`config.mk`:
```
export PLATFORM = sky130hd
export DESIGN_NAME = fc2_sequencer
export DESIGN_NICKNAME = d
export VERILOG_FILES = /design/src/rtl/fc2_sequencer.sv
export SDC_FILE = /design/constraint.sdc
export NUM_CORES = 1
export LEC_CHECK = 0
export ABC_CLOCK_PERIOD_IN_PS = 2280
export CAP_MARGIN = 20
export CORE_AREA = 2 2 49 51
export DETAILED_ROUTE_END_ITERATION = 8
export DIE_AREA = 0 0 51 53
export GPL_TIMING_DRIVEN = 0
export PLACE_DENSITY = 0.72
export SLEW_MARGIN = 20
export SYNTH_ARGS = -nofsm -noshare
export SYNTH_HDL_FRONTEND = slang
export SYNTH_SLANG_ARGS = --single-unit
```
`constraint.sdc`:
```
create_clock -name clk -period 2.28 [get_ports clk]
set_input_delay 0.57 -clock clk [delete_from_list [all_inputs] [get_ports clk]]
set_output_delay 0.57 -clock clk [all_outputs]
set_load 0.01 [all_outputs]
```
`src/rtl/fc2_sequencer.sv`:
```
// fc2_sequencer: address/control sequencer for the second fully-connected layer.
// Streams k = 0..N_IN-1 to the input buffer and weight ROM, tells the ten
// external accumulators when to load or add, waits out the adder latency,
// then holds the final results until the consumer takes them.
`timescale 1ns/1ps
module fc2_sequencer #(
    parameter int N_IN    = 84,
    parameter int ADDR_W  = 7,
    parameter int ACC_LAT = 1
) (
    input  logic              clk,
    input  logic              rst_n,
    input  logic              start,
    input  logic              stall,
    input  logic              out_ready,
    output logic              rd_en,
    output logic [ADDR_W-1:0] rd_addr,
    output logic              acc_en,
    output logic              acc_clear,
    output logic              busy,
    output logic              out_valid,
    output logic              done
);

    localparam logic [1:0] S_IDLE  = 2'd0;
    localparam logic [1:0] S_RUN   = 2'd1;
    localparam logic [1:0] S_DRAIN = 2'd2;
    localparam logic [1:0] S_HOLD  = 2'd3;

    localparam logic [ADDR_W-1:0] K_LAST     = ADDR_W'(N_IN - 1);
    // DRAIN occupies counts 0..ACC_LAT, i.e. 1 + ACC_LAT cycles
    localparam logic [2:0]        DRAIN_LAST = 3'(ACC_LAT);

    logic [1:0]        state_reg, state_next;
    logic [ADDR_W-1:0] k_reg, k_next;
    logic [2:0]        drain_cnt_reg, drain_cnt_next;
    logic              acc_en_reg, acc_clear_reg;
    logic              issue;
    logic              handshake;

    // A read goes out on every unstalled RUN cycle
    assign issue     = (state_reg == S_RUN) && !stall;
    assign handshake = (state_reg == S_HOLD) && out_ready;

    // Next-state, address and drain-counter logic
    always_comb begin
        state_next     = state_reg;
        k_next         = k_reg;
        drain_cnt_next = drain_cnt_reg;
        case (state_reg)
            S_IDLE: begin
                if (start) begin
                    state_next = S_RUN;
                    k_next     = '0;
                end
            end
            S_RUN: begin
                if (issue) begin
                    if (k_reg == K_LAST) begin
                        state_next     = S_DRAIN;
                        k_next         = '0;
                        drain_cnt_next = '0;
                    end else begin
                        k_next = k_reg + 1'b1;
                    end
                end
            end
            S_DRAIN: begin
                if (drain_cnt_reg == DRAIN_LAST) begin
                    state_next = S_HOLD;
                end else begin
                    drain_cnt_next = drain_cnt_reg + 1'b1;
                end
            end
            default: begin
                if (handshake) begin
                    state_next = S_IDLE;
                end
            end
        endcase
    end

    // State registers; accumulate strobes trail the read strobe by one cycle
    // because ROM/buffer data arrives one cycle after the read
    always_ff @(posedge clk or negedge rst_n) begin
        if (!rst_n) begin
            state_reg     <= S_IDLE;
            k_reg         <= '0;
            drain_cnt_reg <= '0;
            acc_en_reg    <= 1'b0;
            acc_clear_reg <= 1'b0;
        end else begin
            state_reg     <= state_next;
            k_reg         <= k_next;
            drain_cnt_reg <= drain_cnt_next;
            acc_en_reg    <= issue;
            acc_clear_reg <= issue && (k_reg == '0);
        end
    end

    assign rd_en     = issue;
    assign rd_addr   = k_reg;
    assign acc_en    = acc_en_reg;
    assign acc_clear = acc_clear_reg;
    assign busy      = (state_reg != S_IDLE);
    assign out_valid = (state_reg == S_HOLD);
    assign done      = handshake;

endmodule

```
==> impl_metrics.csv <==
group,metric,value,unit
final_layout,nets,123,
sta,finalCritPeriodShare,94.9,%
critical_path,critPathMostFrequentCell,"inv_1",
clock_network,worstSkewPairLatency,0.27,ns
floorplanning,die_x,51,um
sta,fin_ws,0.117,ns
placement,gp_congestion,0.728,
final_layout,area_delta_synth_final,32.6,%
global_route,gr-total-overflow,0,
global_route,grt_max_degree,15,
logic_synthesis,syn_avg_cell_area,9.76,um^2
power_and_ir_drop,switchingPower,510,uW
sta,drv_slew,0,
critical_path,crit_path_end_kind,"primary output",
critical_path,path_max_fanout,4,
logic_synthesis,synth_cell_types,32,
detailed_routing,final_antenna_net_count,0,
placement,dp_hpwl,1310,um
sta,setup_violations,0,
floorplanning,start_util,39.1,%
logic_synthesis,synth_top_area_cell,"dfrtp_1",
logic_synthesis,synth_top_area_share,41.7,%
critical_path,cp_data_arrival_time,1.59,ns
power_and_ir_drop,comb_power_share,56.1,%
clock_network,cts.sinks,14,
logic_synthesis,synth_nets,99,
power_and_ir_drop,p_total,1330,uW
placement,numPortBuffers,17,
logic_synthesis,synth_edf_count,0,
placement,place_ws,-0.0950,ns
global_route,grt_pass1_vias,702,
detailed_routing,num_vias,710,
detailed_routing,via_per_inst,5.18,
detailed_routing,drtIter0Drc,7,
clock_network,clkTransAtPathRegs,0.09,ns
logic_synthesis,ys.flop_type,"dfrtp_1",
sta,hold_violations,0,
clock_network,cts_made_buffers,3,
status,status,"complete, no violations",
flow_run,timing.max_cap.violations,0,
floorplanning,rows,17,
floorplanning,die-area,0.00270,mm^2
sta,fin_skew,0.000826,ns
detailed_routing,drt_wl_total,1730,um
logic_synthesis,synthTopCellsByArea,"dfrtp_1 42%, ha_1 12%, o21ai_0 3.6%, nand2_1 3.6%, inv_1 3.1%",
power_and_ir_drop,clkPwrFrac,13.5,%
clock_network,cts_max_level,1,
sta,max_slew_margin,57.6,%
floorplanning,fp.dieH,53,um
power_and_ir_drop,powerDensity,1190,mW/mm^2
critical_path,required,1.71,ns
power_and_ir_drop,peakVddDrop,0.482,mV
global_route,antenna_found_initial,0,
power_and_ir_drop,power.leakage,0.000519,uW
critical_path,worstSetupPathType,"flop to primary output",
logic_synthesis,netlist_area,840,um^2
critical_path,critical_path.slowest_cell,"clkdlybuf4s50_1",
detailed_routing,drc,0,
power_and_ir_drop,sequentialPowerShare,30.4,%
logic_synthesis,ys_ff_latch,14,
logic_synthesis,ys_warn_count,0,
clock_network,clockBufferDepth,2,
power_and_ir_drop,internal_power,819,uW
global_route,grt_pass1_wl,3040,um
logic_synthesis,synth_seq_area_share,41.7,%
floorplanning,core,0.00215,mm^2
critical_path,worstPathBufferInverterCount,3,
final_layout,antenna_cells,0,
global_route,grt_util_all_layers,15.2,%
sta,max_freq,462,MHz
power_and_ir_drop,switching_share,38.4,%
clock_network,cts-root-buf,"clkbuf_4",
final_layout,post-route-util,51.8,%
clock_network,cts_tree,"built",
final_layout,largest_reg_flops,7,
critical_path,max_stage_delay,0.53,ns
critical_path,start_kind,"flop",
sta,rsz0062_at_grt,"false",
critical_path,cp_cell_sequence,"inv_1, ha_1, inv_1, clkdlybuf4s50_1",
logic_synthesis,async_flop_share,100,%
final_layout,drive_gt1_share,13.8,%
detailed_routing,drt-pass1-iter-count,4,
sta,worst_pin_slew,0.633,ns
floorplanning,io_pins,18,
worst_hold_path,hp-class,"flop to flop",
logic_synthesis,synthesis.instances,86,
detailed_routing,detail_route.wl_per_cell,12.6,um
sta,final.min_clock_period,2.16,ns
critical_path,cp_top_family,"buffers and inverters",
==> worst paths after layout <==
kind	start	endpoint	slack, ns	cells after the start
max in group asynchronous	rst_n	state_reg[0]$_DFFE_PN0P_	1.16	1
min in group asynchronous	rst_n	drain_cnt_reg[1]$_DFFE_PN0P_	0.68	1
min	drain_cnt_reg[2]$_DFFE_PN0P_	drain_cnt_reg[2]$_DFFE_PN0P_	0.55	1
max	state_reg[1]$_DFFE_PN0P_	busy	0.12	4
max reg2reg	rd_addr[2]$_DFFE_PN0P_	state_reg[1]$_DFFE_PN0P_	0.25	4
min reg2reg	drain_cnt_reg[2]$_DFFE_PN0P_	drain_cnt_reg[2]$_DFFE_PN0P_	0.55	1
==> cells by family (layout without fill, tap and decap cells) <==
logic type               Yosys count  after routing  share of synthesized area (%)
buffers and inverters              8             31                           3.73
adder cells (fa/ha/maj)            8              8                           11.9
AND/OR/NAND/NOR                   32             32                           21.9
XOR/XNOR                           1              1                           1.04
multiplexers                       3              3                           4.32
flip-flops                        14             14                           41.7
AO/OA/AOI/OAI                     20             20                           15.4
==> cell usage in the layout (no fill, tap or decap), drive strengths merged <==
master / n
a211o: 1
a21o: 2
a21oi: 4
a22o: 1
and2: 1
and2b: 1
and3: 1
buf: 3
clkbuf: 4
clkdlybuf4s50: 15
dfrtp: 14
dlygate4sd2: 1
dlymetal6s2s: 1
ha: 8
inv: 7
mux2: 2
mux2i: 1
nand2: 8
nand3: 4
nand3b: 1
nand4: 2
nor2: 2
nor2b: 2
nor3: 1
nor3b: 1
nor4: 2
o21ai: 6
o21bai: 2
o22ai: 1
o31a: 1
o31ai: 1
o41ai: 1
or3: 6
xor2: 1
==> cell type report <==
type / count / area (um^2)
fillers: 206 / 1030
multi-input cells: 64 / 473
flip-flops and latches: 14 / 352
repair buffers: 19 / 186
clock buffers: 4 / 36.3
well taps: 28 / 35.0
inverters: 7 / 26.3
plain buffers: 1 / 5.00
==> Yosys cell counts (all sizes together), types with 2 or more instances <==
| cell type | n |
|---|---|
| nor2b | 2 |
| o21bai | 2 |
| inv | 7 |
| mux2 | 2 |
| nand4 | 2 |
| a21o | 2 |
| nor2 | 2 |
| dfrtp | 14 |
| a21oi | 4 |
| or3 | 6 |
| nand3 | 4 |
| nand2 | 8 |
| nor4 | 2 |
| ha | 8 |
| o21ai | 6 |
==> metrics by stage <==
stage | instance area [um^2] | std cells | hold slack (ns) | TNS (ns)
finish | 1110 | 137 | 0.550 | 0
floorplan | 840 | 86 | 0.274 | 0
global route | 1110 | 137 | 0.596 | 0
CTS | 1090 | 135 | 0.544 | 0
global placement | 1040 | 131 | 0.517 | -0.0665
detailed placement | 1040 | 131 | 0.523 | -0.0950
==> what timing repair did <==
action                     CTS  global route
resized for setup            4             2
buffers inserted             0             2
setup endpoints to repair    1             2
hold buffers                 0             0
==> power by group through the flow <==
stage / Clock, uW / Combinational (uW) / Sequential [uW]
finish: 180 / 745 / 404
global route: 198 / 847 / 417
CTS: 187 / 724 / 410
detailed placement: 0 / 709 / 412
global placement: 0 / 687 / 407
floorplan: 0 / 469 / 410
==> routing by layer <==
metal | part of all wire (%) | track usage, %
met1 | 45 | 19.7
met2 | 52 | 24.7
met3 | 1.9 | 1.69
met4 | 1.6 | 8.11
met5 | 0 | 0
==> worst reg2reg max path, delay by kind of cell, from the launching register on <==
family / cells / cell delay (ns)
mux: 1 / 0.30
simple gates: 2 / 0.84
compound gates: 1 / 0.35
flops: 1 / 0.43
(Power assumes the default switching activity.)
